$ cat config.mk
export PLATFORM = sky130hd
export DESIGN_NAME = video_rgb565_packer
export DESIGN_NICKNAME = d
export VERILOG_FILES = /design/src/rtl/video_rgb565_packer.sv
export SDC_FILE = /design/constraint.sdc
export NUM_CORES = 1
export LEC_CHECK = 0
export ABC_AREA = 0
export BUFFER_PORTS_ARGS = -buffer_cell sky130_fd_sc_hd__buf_2
export CAP_MARGIN = 20
export CORE_UTILIZATION = 50
export DETAILED_ROUTE_END_ITERATION = 10
export GPL_ROUTABILITY_DRIVEN = 0
export PLACE_DENSITY_LB_ADDON = 0.1
export SKIP_CTS_REPAIR_TIMING = 1
export SLEW_MARGIN = 20
export SYNTH_ARGS = -nofsm -noshare
export SYNTH_HDL_FRONTEND = slang
export SYNTH_SLANG_ARGS = --single-unit
$ cat constraint.sdc
create_clock -name vid_aclk -period 2.3 [get_ports vid_aclk]
set_clock_uncertainty 0.1 [all_clocks]
set_input_delay 0.115 -clock vid_aclk [delete_from_list [all_inputs] [get_ports vid_aclk]]
set_output_delay 0.115 -clock vid_aclk [all_outputs]
set_load 0.1 [all_outputs]
$ cat src/rtl/video_rgb565_packer.sv
// RGB888 -> dual RGB565 AXI4-Stream video packer, two pixels per 32-bit word.
// Optional `VID_PACK_ROUND_EN: round-to-nearest with saturation, one extra stage.
module video_rgb565_packer #(
    parameter int PAD_DUP = 0
) (
    input  logic        vid_aclk,
    input  logic        vid_aresetn,
    input  logic [31:0] m_axis_vid_tdata,
    input  logic        m_axis_vid_tvalid,
    output logic        m_axis_vid_tready,
    input  logic        m_axis_vid_tuser,
    input  logic        m_axis_vid_tlast,
    output logic [31:0] s_axis_vid_tdata,
    output logic        s_axis_vid_tvalid,
    input  logic        s_axis_vid_tready,
    output logic        s_axis_vid_tuser,
    output logic        s_axis_vid_tlast,
    output logic        sof_resync
);

    typedef enum logic {
        ST_LO,
        ST_HI
    } state_e;

    logic rst_meta_q;
    logic rst_sync_q;
    logic rst_n;

    always_ff @(posedge vid_aclk or negedge vid_aresetn) begin
        if (!vid_aresetn) begin
            rst_meta_q <= 1'b0;
            rst_sync_q <= 1'b0;
        end else begin
            rst_meta_q <= 1'b1;
            rst_sync_q <= rst_meta_q;
        end
    end

    assign rst_n = rst_sync_q;

    logic [15:0] cvt565;
    logic        unused_bits;
    logic        out_ready;
    logic        in_fire;
    logic        pix_valid;
    logic [15:0] pix_data;
    logic        pix_user;
    logic        pix_last;
    logic        pix_fire;

    assign out_ready = !s_axis_vid_tvalid | s_axis_vid_tready;

`ifdef VID_PACK_ROUND_EN
    logic [8:0] r_sum;
    logic [8:0] g_sum;
    logic [8:0] b_sum;
    logic [4:0] r5;
    logic [5:0] g6;
    logic [4:0] b5;

    always_comb begin
        r_sum = {1'b0, m_axis_vid_tdata[23:16]} + 9'd4;
        g_sum = {1'b0, m_axis_vid_tdata[15:8]} + 9'd2;
        b_sum = {1'b0, m_axis_vid_tdata[7:0]} + 9'd4;
        r5 = r_sum[8] ? 5'h1f : r_sum[7:3];
        g6 = g_sum[8] ? 6'h3f : g_sum[7:2];
        b5 = b_sum[8] ? 5'h1f : b_sum[7:3];
        cvt565 = {b5, g6, r5};
    end

    assign unused_bits = ^{m_axis_vid_tdata[31:24], r_sum[2:0],
                           g_sum[1:0], b_sum[2:0]};

    logic        p_valid_q;
    logic [15:0] p_data_q;
    logic        p_user_q;
    logic        p_last_q;
    logic        p_ready;

    // The rounding stage may refill in the same cycle the packer consumes it.
    assign p_ready           = !p_valid_q | out_ready;
    assign m_axis_vid_tready = rst_n & p_ready;
    assign in_fire           = m_axis_vid_tvalid & m_axis_vid_tready;

    always_ff @(posedge vid_aclk or negedge rst_n) begin
        if (!rst_n) begin
            p_valid_q <= 1'b0;
            p_data_q  <= '0;
            p_user_q  <= 1'b0;
            p_last_q  <= 1'b0;
        end else if (p_ready) begin
            p_valid_q <= in_fire;
            if (in_fire) begin
                p_data_q <= cvt565;
                p_user_q <= m_axis_vid_tuser;
                p_last_q <= m_axis_vid_tlast;
            end
        end
    end

    assign pix_valid = p_valid_q;
    assign pix_data  = p_data_q;
    assign pix_user  = p_user_q;
    assign pix_last  = p_last_q;
`else
    assign cvt565 = {m_axis_vid_tdata[7:3], m_axis_vid_tdata[15:10],
                     m_axis_vid_tdata[23:19]};

    assign unused_bits = ^{m_axis_vid_tdata[31:24], m_axis_vid_tdata[18:16],
                           m_axis_vid_tdata[9:8], m_axis_vid_tdata[2:0]};

    assign m_axis_vid_tready = rst_n & out_ready;
    assign in_fire           = m_axis_vid_tvalid & m_axis_vid_tready;

    assign pix_valid = in_fire;
    assign pix_data  = cvt565;
    assign pix_user  = m_axis_vid_tuser;
    assign pix_last  = m_axis_vid_tlast;
`endif

    assign pix_fire = pix_valid & out_ready;

    state_e      state_q, state_d;
    logic [15:0] hold_q, hold_d;
    logic        hold_user_q, hold_user_d;
    logic        ov_q, ov_d;
    logic [31:0] od_q, od_d;
    logic        ou_q, ou_d;
    logic        ol_q, ol_d;
    logic        resync_q, resync_d;
    logic [15:0] pad;

    assign pad = (PAD_DUP != 0) ? pix_data : 16'h0000;

    always_comb begin
        state_d     = state_q;
        hold_d      = hold_q;
        hold_user_d = hold_user_q;
        ov_d        = ov_q & !s_axis_vid_tready;
        od_d        = od_q;
        ou_d        = ou_q;
        ol_d        = ol_q;
        resync_d    = 1'b0;
        if (pix_fire) begin
            if (state_q == ST_HI && !pix_user) begin
                ov_d    = 1'b1;
                od_d    = {pix_data, hold_q};
                ou_d    = hold_user_q;
                ol_d    = pix_last;
                state_d = ST_LO;
            end else begin
                // A SOF arriving mid-pair discards the orphaned low half.
                resync_d = (state_q == ST_HI);
                if (pix_last) begin
                    ov_d    = 1'b1;
                    od_d    = {pad, pix_data};
                    ou_d    = pix_user;
                    ol_d    = 1'b1;
                    state_d = ST_LO;
                end else begin
                    hold_d      = pix_data;
                    hold_user_d = pix_user;
                    state_d     = ST_HI;
                end
            end
        end
    end

    always_ff @(posedge vid_aclk or negedge rst_n) begin
        if (!rst_n) begin
            state_q     <= ST_LO;
            hold_q      <= '0;
            hold_user_q <= 1'b0;
            ov_q        <= 1'b0;
            od_q        <= '0;
            ou_q        <= 1'b0;
            ol_q        <= 1'b0;
            resync_q    <= 1'b0;
        end else begin
            state_q     <= state_d;
            hold_q      <= hold_d;
            hold_user_q <= hold_user_d;
            ov_q        <= ov_d;
            od_q        <= od_d;
            ou_q        <= ou_d;
            ol_q        <= ol_d;
            resync_q    <= resync_d;
        end
    end

    assign s_axis_vid_tvalid = ov_q;
    assign s_axis_vid_tdata  = od_q;
    assign s_axis_vid_tuser  = ou_q;
    assign s_axis_vid_tlast  = ol_q;
    assign sof_resync        = resync_q;

endmodule
Word-level counts from Yosys, hierarchy flattened:

Index checks and enable logic that the tools add are counted.

* register bits: 56
* bits of input ports: 38
* logic and storage cells: 37

* mux-type cells: 13
* bitwise operators: 7
* reductions and logical operators: 7

Operators with widths (count)
* two-way mux 32 bit: 2
* two-way mux 1 bit: 11
* AND 1 bit: 4
* logical NOT 1 bit: 3
* AND reduction 3 bit: 1
* NOT 1 bit: 2
* AND reduction 2 bit: 1
* nonzero test 2 bit: 1
* logical AND 1 bit: 1
* bitwise OR 1 bit: 1

Longest topological paths before layout:

Gate-level depths: netlist of run 1.

* depth after elaboration: 6
* gate-level depth with buffers: 6
* mapped depth without buffers: 3

Least setup slack after synthesis of run 1:

Ideal clock, no wire load.

* path kind: reg2reg
* start: register rst_sync_q (netlist: rst_n)
* end: register hold_q[10]
* setup time: 0.125 ns
* data arrival time: 2.923 ns
* required time: 2.075 ns
* path slack: -0.848 ns
* stages on the path, launching flop included: 5
* cell sequence: dfrtp_1 > nand2_1 > nor4b_4 > buf_6 > mux2_4

* word-level cells in the longest chain between the ends: 4

RTL lines
* start, declared: line 27 `logic rst_sync_q;`
* start signal, assigned: line 36 `rst_sync_q <= rst_meta_q;`
* AND 1 bit: line 113 `assign m_axis_vid_tready = rst_n & out_ready;`
* AND 1 bit: line 114 `assign in_fire = m_axis_vid_tvalid & m_axis_vid_tready;`
* AND 1 bit: line 122 `assign pix_fire = pix_valid & out_ready;`
* AND reduction 3 bit (no source line)
* end signal, assigned: line 182 `hold_q <= hold_d;`
* end, declared: line 125 `logic [15:0] hold_q, hold_d;`

Every way passes these cells.
A chain may end at the register's enable or synchronous reset.

Final worst setup path of run 1:

* start: register state_q
* end: register hold_q[8]

* word-level cells in the longest chain between the ends: 3

RTL lines
* start, declared: line 124 `state_e state_q, state_d;`
* start signal, assigned: line 181 `state_q <= state_d;`
* logical AND 1 bit: line 146 `if (state_q == ST_HI && !pix_user) begin`
* NOT 1 bit (no source line)
* AND reduction 3 bit (no source line)

Every way passes these cells.

==> results.cfg, run 1 <==
[sta]
setup_viol = 0
tns_ns = 0
min_period_over_period_pct = 82.38
slew_violations = 0
setup_slack_ns = 0.4052
max_freq_mhz = 527.8
finalCriticalPeriod_ns = 1.895
hold_viol_final = 0
rsz0062_at_grt = no

[critical_path]
crit_arrival_ns = 1.98
endpoint_kind = flip-flop
start_kind = flip-flop
crit_type = flip-flop to flip-flop
cp_max_fo = 11
crit_required_ns = 2.39

[synthesis]
yosysUniqueCellTypes = 26
synth.ff_latch_count = 56
syn-cell-area_um2 = 2360
yosysSeqAreaShare_pct = 59.38
syn_inst = 172
yosysTopAreaCell = dfrtp_1
syn_nets = 210
syn_avg_cell_area_um2 = 13.72
yosys-top-cells-area = dfrtp_1, a22o_1, and3b_1
yosys.area.top_type_share_pct = 59.38
yosys_warnings = 0

[routing]
first_pass_iters = 7
ant_nets = 0
wl_per_cell_um = 17.07
wl_um = 5172
avgViaCountPerCell = 5.653
first_iter_violations = 87
drc = 8
vias = 1713

[cts]
cts_root_buf = clkbuf_8
cts_max_path_buffers = 2
clkLatencyLatePin_ns = 0.30
cts_tree = done
clkSinkCount = 56
clk_pin_slew_ns = 0.10
htreeDepth = 2
cts_inserted_buffers = 5

[final_layout]
fin_nets = 288
syn_to_final_growth_pct = 26.41
finalNonFillerCells = 303
largest_register_ffs = 32
utilization_pct = 67.12
drive_above_1_share_pct = 39.04
antennaDiodeCount = 0

[run_status]
failed_checks = design-rule violations
status = finished, violations left

[grt]
grt_antenna_before_repair = 0
grt-ovfl-total = 0
grt_pass1_wl_um = 8783
grt_max_degree = 31
grt_pass1_vias = 1765
track_usage_pct = 22.75

[die]
dieWidth_um = 70.70
die_area_um2 = 4998
rows = 24
die_y_um = 70.70
start_util_pct = 53.10
core_um2 = 4444
io_pins = 75

[place]
dp_hpwl_um = 3442
dp_cells = 278
port_buffers = 58
place_ws_ns = 0.4257

[power_and_ir_drop]
power_density_nw_per_um2 = 1116
power.leakage_uw = 0.001516
ir_worst_vdd_mv = 0.7990

[run]
cap_violations = 0

[hold_path]
hold_class = input pin to asynchronous set/reset pin
[per-stage QoR]
stage                     power, uW  instance area (um^2)  hold slack (ns)
final                          3329                  2983          0.03736
after global routing           3475                  2983          0.04322
after CTS                      3334                  2813          -0.5210
after detailed placement       2805                  2724          -0.1849
after global placement         2788                  2724          -0.1831
after floorplan                2555                  2365          -0.2806
[worst paths after layout]
check                                  start                end  slack, ns  depth (start not counted)
setup reg to reg                     state_q          hold_q[8]       0.41                          4
min in group vid_aclk      s_axis_vid_tready  s_axis_vid_tvalid       0.04                          3
hold reg to reg                        rst_n            state_q       0.22                          1
hold / removal                   vid_aresetn              rst_n       0.04                          2
setup / recovery                     state_q          hold_q[8]       0.41                          4
max in group asynchronous              rst_n          hold_q[1]       1.18                          2
[cell usage after synthesis]
library cell  count
dfrtp_1          56
clkbuf_1          7
nor4b_4           1
a21oi_1           1
a211o_1           1
mux2i_1           1
mux2_2            8
buf_2             6
a21o_1            1
nand2b_1          1
nand2_1           3
buf_6             2
inv_1             3
and3b_1          16
nand2b_2          1
nand3_1           1
o2bb2ai_1        16
conb_1            1
and2_1            1
nor2b_1           1
o22ai_1           1
a31oi_1          16
nor3_2            1
nor2_1            1
mux2_4            9
a22o_1           16
[power by group]
group	internal (uW)	switching [uW]	leakage, uW
Sequential	1190	102	0.000700
Clock	217	304	0.0000414
Combinational	336	1180	0.000774
[area by class of cell]
type                            count  area, um^2
Fill cell                         374        1461
Sequential cell                    56        1406
Multi-Input combinational cell     98       868.3
Timing Repair Buffer               86       543.0
Clock buffer                        6       72.57
Tap cell                           52       65.06
Clock inverter                      2       16.27
Inverter                            3       11.26
[logic make-up (layout without fill, tap and decap cells)]
kind of cell / count (synthesis) / after routing / share of synthesized area [%]
mux: 18 / 18 / 9.968
buf+inv: 18 / 97 / 3.818
other cells: 1 / 1 / 0.1589
compound gates: 52 / 52 / 17.29
simple gates: 27 / 27 / 9.385
flops: 56 / 56 / 59.38
[cells in the final DEF, fill, tap and decap left out, types with 3 or more instances in the layout]
cell type,synthesis,final
a22o_1,16,16
a31oi_1,16,16
and3b_1,16,16
buf_4,0,11
buf_2,6,58
o2bb2ai_1,16,16
dlygate4sd3_1,0,17
clkbuf_8,0,5
nand2_1,3,3
inv_1,3,3
mux2_4,9,9
dfrtp_1,56,54
mux2_2,8,8
[metal layers]
metal / routed length (um) / part of all wire (%) / GRT usage (%)
met1: 2305 / 45 / 30.34
met2: 2645 / 51 / 37.39
met3: 168 / 3.2 / 4.986
met4: 53 / 1.0 / 7.333
met5: 0 / 0 / 0
[worst max-delay path: stages (launching register included)]
cell and delay (ns):
dfrtp_1 0.41, nand2b_2 0.22, nor4b_4 0.46, buf_4 0.28
mux2_4 0.31
Power figures use the tool's default switching activity.
==> run 2, diff against run 1 <==
clock period = 1.75 ns   (was 2.3 ns; I/O delays follow)
==> results.cfg, run 2 (synthesized netlist as in run 1, its figures left out) <==
[routing]
wl_um = 5712
dr_wl_met3_um = 223
drc = 6
avgViaCountPerCell = 5.701
vias = 1773
ant_nets = 0
first_iter_violations = 89
wl_met2_um = 2885
highest_layer = met4
first_pass_iters = 7
wl_per_cell_um = 18.37
wirelength_met1_um = 2589

[critical_path]
critPathLaunch = s_axis_vid_tvalid
critPathTopFamily = simple AND/OR/NAND/NOR gates
path_buf_inv = 2
crit_type = flip-flop to flip-flop
cpPeakStageDelay_ns = 0.42
endpoint_kind = flip-flop
cp_max_fo = 6
slowest_stage = dfrtp_2
path_cells = nor2b_1 > nor4b_4 > buf_6 > clkbuf_16 > mux2_2
crit_arrival_ns = 1.83
worstSetupPathDepth = 5
r2r_start = s_axis_vid_tvalid
r2r_end = hold_q[5]
ff2ff_setup_slack_ns = 0.03
start_kind = flip-flop
rr_worst_depth = 5
crit_required_ns = 1.86
crit_end = hold_q[5]

[final_layout]
drive_above_1_share_pct = 42.47
largest_register_ffs = 32
utilization_pct = 70.35
antennaDiodeCount = 0
fin_nets = 296
fill_cells = 347
syn_to_final_growth_pct = 32.50
final_cell_mix = buf_2, dfrtp_1, dlygate4sd3_1
fin_area_um2 = 3127
final_common_cell = buf_2

[cts]
cts_inserted_buffers = 5
cts_root_buf = clkbuf_8
clkLatencyLatePin_ns = 0.31
clk_pin_slew_ns = 0.10
htreeDepth = 2
cts_max_path_buffers = 2
clkSinkCount = 56
cts_tree = done

[grt]
grt_max_degree = 48
grt_pass1_wl_um = 9135
grt_antenna_before_repair = 0
grt-ovfl-total = 0
track_usage_pct = 23.74
grt_pass1_vias = 1793

[die]
dieWidth_um = 70.70
die_y_um = 70.70
die_area_um2 = 4998
io_pins = 75
start_util_pct = 53.10
core_um2 = 4444
rows = 24

[sta]
slew_violations = 0
max_freq_mhz = 582.5
hold_ws_ns = -0.006500
hold_viol_final = 1
min_period_over_period_pct = 98.10
finalCriticalPeriod_ns = 1.717
setup_viol = 0
worst_pin_slew_ns = 0.5851
slew_headroom_pct = 60.99

[place]
dpl-instance-area_um2 = 2810
port_buffers = 58
dp_hpwl_um = 3706

[run_status]
failed_checks = design-rule violations, negative hold slack
status = finished, violations left

[power_and_ir_drop]
power_density_nw_per_um2 = 1442
power.leakage_uw = 0.001588
ir_worst_vdd_mv = 0.8407

[run]
cap_violations = 0

[hold_path]
hold_class = input pin to flip-flop
run 2: area by class of cell:
cell class	instances	area, um^2	share of cell area (%)
flip-flops and latches	56	1406	44.98
multi-input cells	98	889.6	28.45
repair buffers	94	658.1	21.05
clock buffers	6	82.58	2.641
well taps	52	65.06	2.081
clock inverters	2	13.76	0.4402
inverters	3	11.26	0.3601
run 2: how the worst min path moves through the flow:
stage | startpoint | end | slack [ns] | cells past startpoint
3_3_place_gp | vid_aresetn | rst_meta_q | -0.21 | 1
4_1_cts | vid_aresetn | rst_meta_q | -0.56 | 1
3_5_place_dp | vid_aresetn | rst_meta_q | -0.21 | 1
5_1_grt | s_axis_vid_tready | s_axis_vid_tvalid | 0.04 | 3
2_1_floorplan | vid_aresetn | rst_meta_q | -0.31 | 0
6_report | s_axis_vid_tready | s_axis_vid_tvalid | -0.006 | 3
run 2: through the flow:
stage                       TNS, ns  cells  setup slack, ns  total power (uW)
after detailed placement          0    283          0.05207              3741
after global placement            0    283          0.09027              3697
after CTS                         0    291          0.03737              4493
after global routing      -0.006074    311        -0.005066              4676
final                             0    311          0.03324              4510
after floorplan              -7.877    172          -0.4450              3379
run 2: power by group:
part | switching (uW) | leakage [uW] | internal (uW)
combinational | 1560 | 0.000836 | 475
clock | 428 | 0.0000516 | 325
sequential | 150 | 0.000700 | 1570
run 2: metal layers:
layer / vias up / global-route usage [%]
met5: - / 0
met4: 0 / 5.111
met3: 4 / 4.701
met2: 52 / 40.06
met1: 900 / 32.16
li1: 817 / -
run 2: worst reg2reg max path, delay by kind of cell, from the launching register on:
kind / cells / cell delay [ns]
and+or+nand+nor: 2 / 0.46
DFF: 1 / 0.42
buffers and inverters: 2 / 0.32
muxes: 1 / 0.32
==> run 3, diff against run 2 <==
clock period = 1.7 ns   (was 1.75 ns; I/O delays follow)
==> results.cfg, run 3 (synthesized netlist as in run 1, its figures left out) <==
[critical_path]
rr_worst_depth = 4
start_kind = flip-flop
cp_max_fo = 7
r2r_start = s_axis_vid_tvalid
critPathLaunch = s_axis_vid_tvalid
endpoint_kind = flip-flop
ff2ff_setup_slack_ns = 0.004
r2r_end = hold_q[5]
crit_arrival_ns = 1.79
crit_required_ns = 1.80
crit_type = flip-flop to flip-flop

[final_layout]
fin_nets = 296
syn_to_final_growth_pct = 33.51
drive_above_1_share_pct = 44.40
utilization_pct = 70.89
final_common_cell = buf_2
final_cell_mix = buf_2, dfrtp_1, dlygate4sd3_1
largest_register_ffs = 32
antennaDiodeCount = 0
fin_area_um2 = 3151

[cts]
clkLatencyLatePin_ns = 0.30
clk_pin_slew_ns = 0.09
cts_tree = done
cts_root_buf = clkbuf_8
clkSinkCount = 56
cts_inserted_buffers = 5
htreeDepth = 2
cts_max_path_buffers = 2

[die]
start_util_pct = 53.10
core_um2 = 4444
io_pins = 75
die_area_um2 = 4998
rows = 24
dieWidth_um = 70.70
die_y_um = 70.70

[sta]
max_freq_mhz = 589.7
slew_violations = 0
setup_viol = 0
worst_pin_slew_ns = 0.6261
hold_viol_final = 0
setup_slack_ns = 0.004351
rsz0062_at_grt = yes
min_period_over_period_pct = 99.74
finalCriticalPeriod_ns = 1.696
hold_ws_ns = 0.05736
slew_headroom_pct = 58.26

[power_and_ir_drop]
power.leakage_uw = 0.001593
total_power_uw = 4735
power_density_nw_per_um2 = 1503
ir_worst_vdd_mv = 0.7847

[routing]
drc = 9
wl_um = 5515
first_iter_violations = 76
wl_per_cell_um = 17.73
vias = 1768
first_pass_iters = 7
avgViaCountPerCell = 5.685
ant_nets = 0

[grt]
track_usage_pct = 23.10
grt_pass1_wl_um = 8728
grt-ovfl-total = 0
grt_antenna_before_repair = 0
grt_pass1_vias = 1779
grt_max_degree = 51

[place]
dpl-instance-area_um2 = 2836
dp_hpwl_um = 3666
place_ws_ns = -0.01022
port_buffers = 58

[hold_path]
hold_path_depth = 3
hold_class = input pin to flip-flop
min-delay-start = s_axis_vid_tready
min_to = s_axis_vid_tvalid

[run]
cap_violations = 0

[run_status]
status = finished, violations left
failed_checks = design-rule violations
-- run 3: changes by cell type in the layout (fill, tap and decap cells not counted), sizes merged --
| cell | delta |
|---|---|
| buf | +1 |
| bufinv | +1 |
| clkbuf | -1 |
| inv | -1 |
-- run 3: where the power goes --
part | switching (uW) | leakage [uW] | internal [uW]
clock | 410 | 0.0000552 | 438
sequential | 158 | 0.000700 | 1610
combinational | 1610 | 0.000837 | 506
-- run 3: worst max-delay path by stage --
stage          depth (start not counted)          to
2_1_floorplan                          4  hold_q[10]
3_3_place_gp                           4  hold_q[14]
3_5_place_dp                           4  hold_q[14]
4_1_cts                                4  hold_q[14]
5_1_grt                                4   hold_q[2]
6_report                               4   hold_q[5]
-- run 3: critical path, cell delays in order, from the launching register on --
cell and delay (ns):
dfrtp_2 0.43, nor2b_4 0.15, nor4b_4 0.38, buf_6 0.19
mux2_2 0.34
-- run 3: cell type report --
class,instances,area [um^2]
Sequential cell,56,1406
Tap cell,52,65.06
Fill cell,325,1294
Clock buffer,6,72.57
Inverter,3,11.26
Timing Repair Buffer,94,628.1
Clock inverter,2,35.03
Multi-Input combinational cell,98,932.1
-- run 3: per-layer routing --
metal / vias up / track usage (%) / share of wire, %
met1: 890 / 29.08 / 45
li1: 815 / - / -
met4: 0 / 9.778 / 1.4
met3: 6 / 5.556 / 3.8
met2: 57 / 38.46 / 50
met5: - / 0 / 0
-- run 3: through the flow --
| stage | std cells | setup TNS (ns) |
|---|---|---|
| CTS | 292 | -0.1674 |
| global route | 311 | -0.1745 |
| floorplan | 172 | -11.51 |
| detailed placement | 284 | -0.01588 |
| finish | 311 | 0 |
| global placement | 284 | 0 |
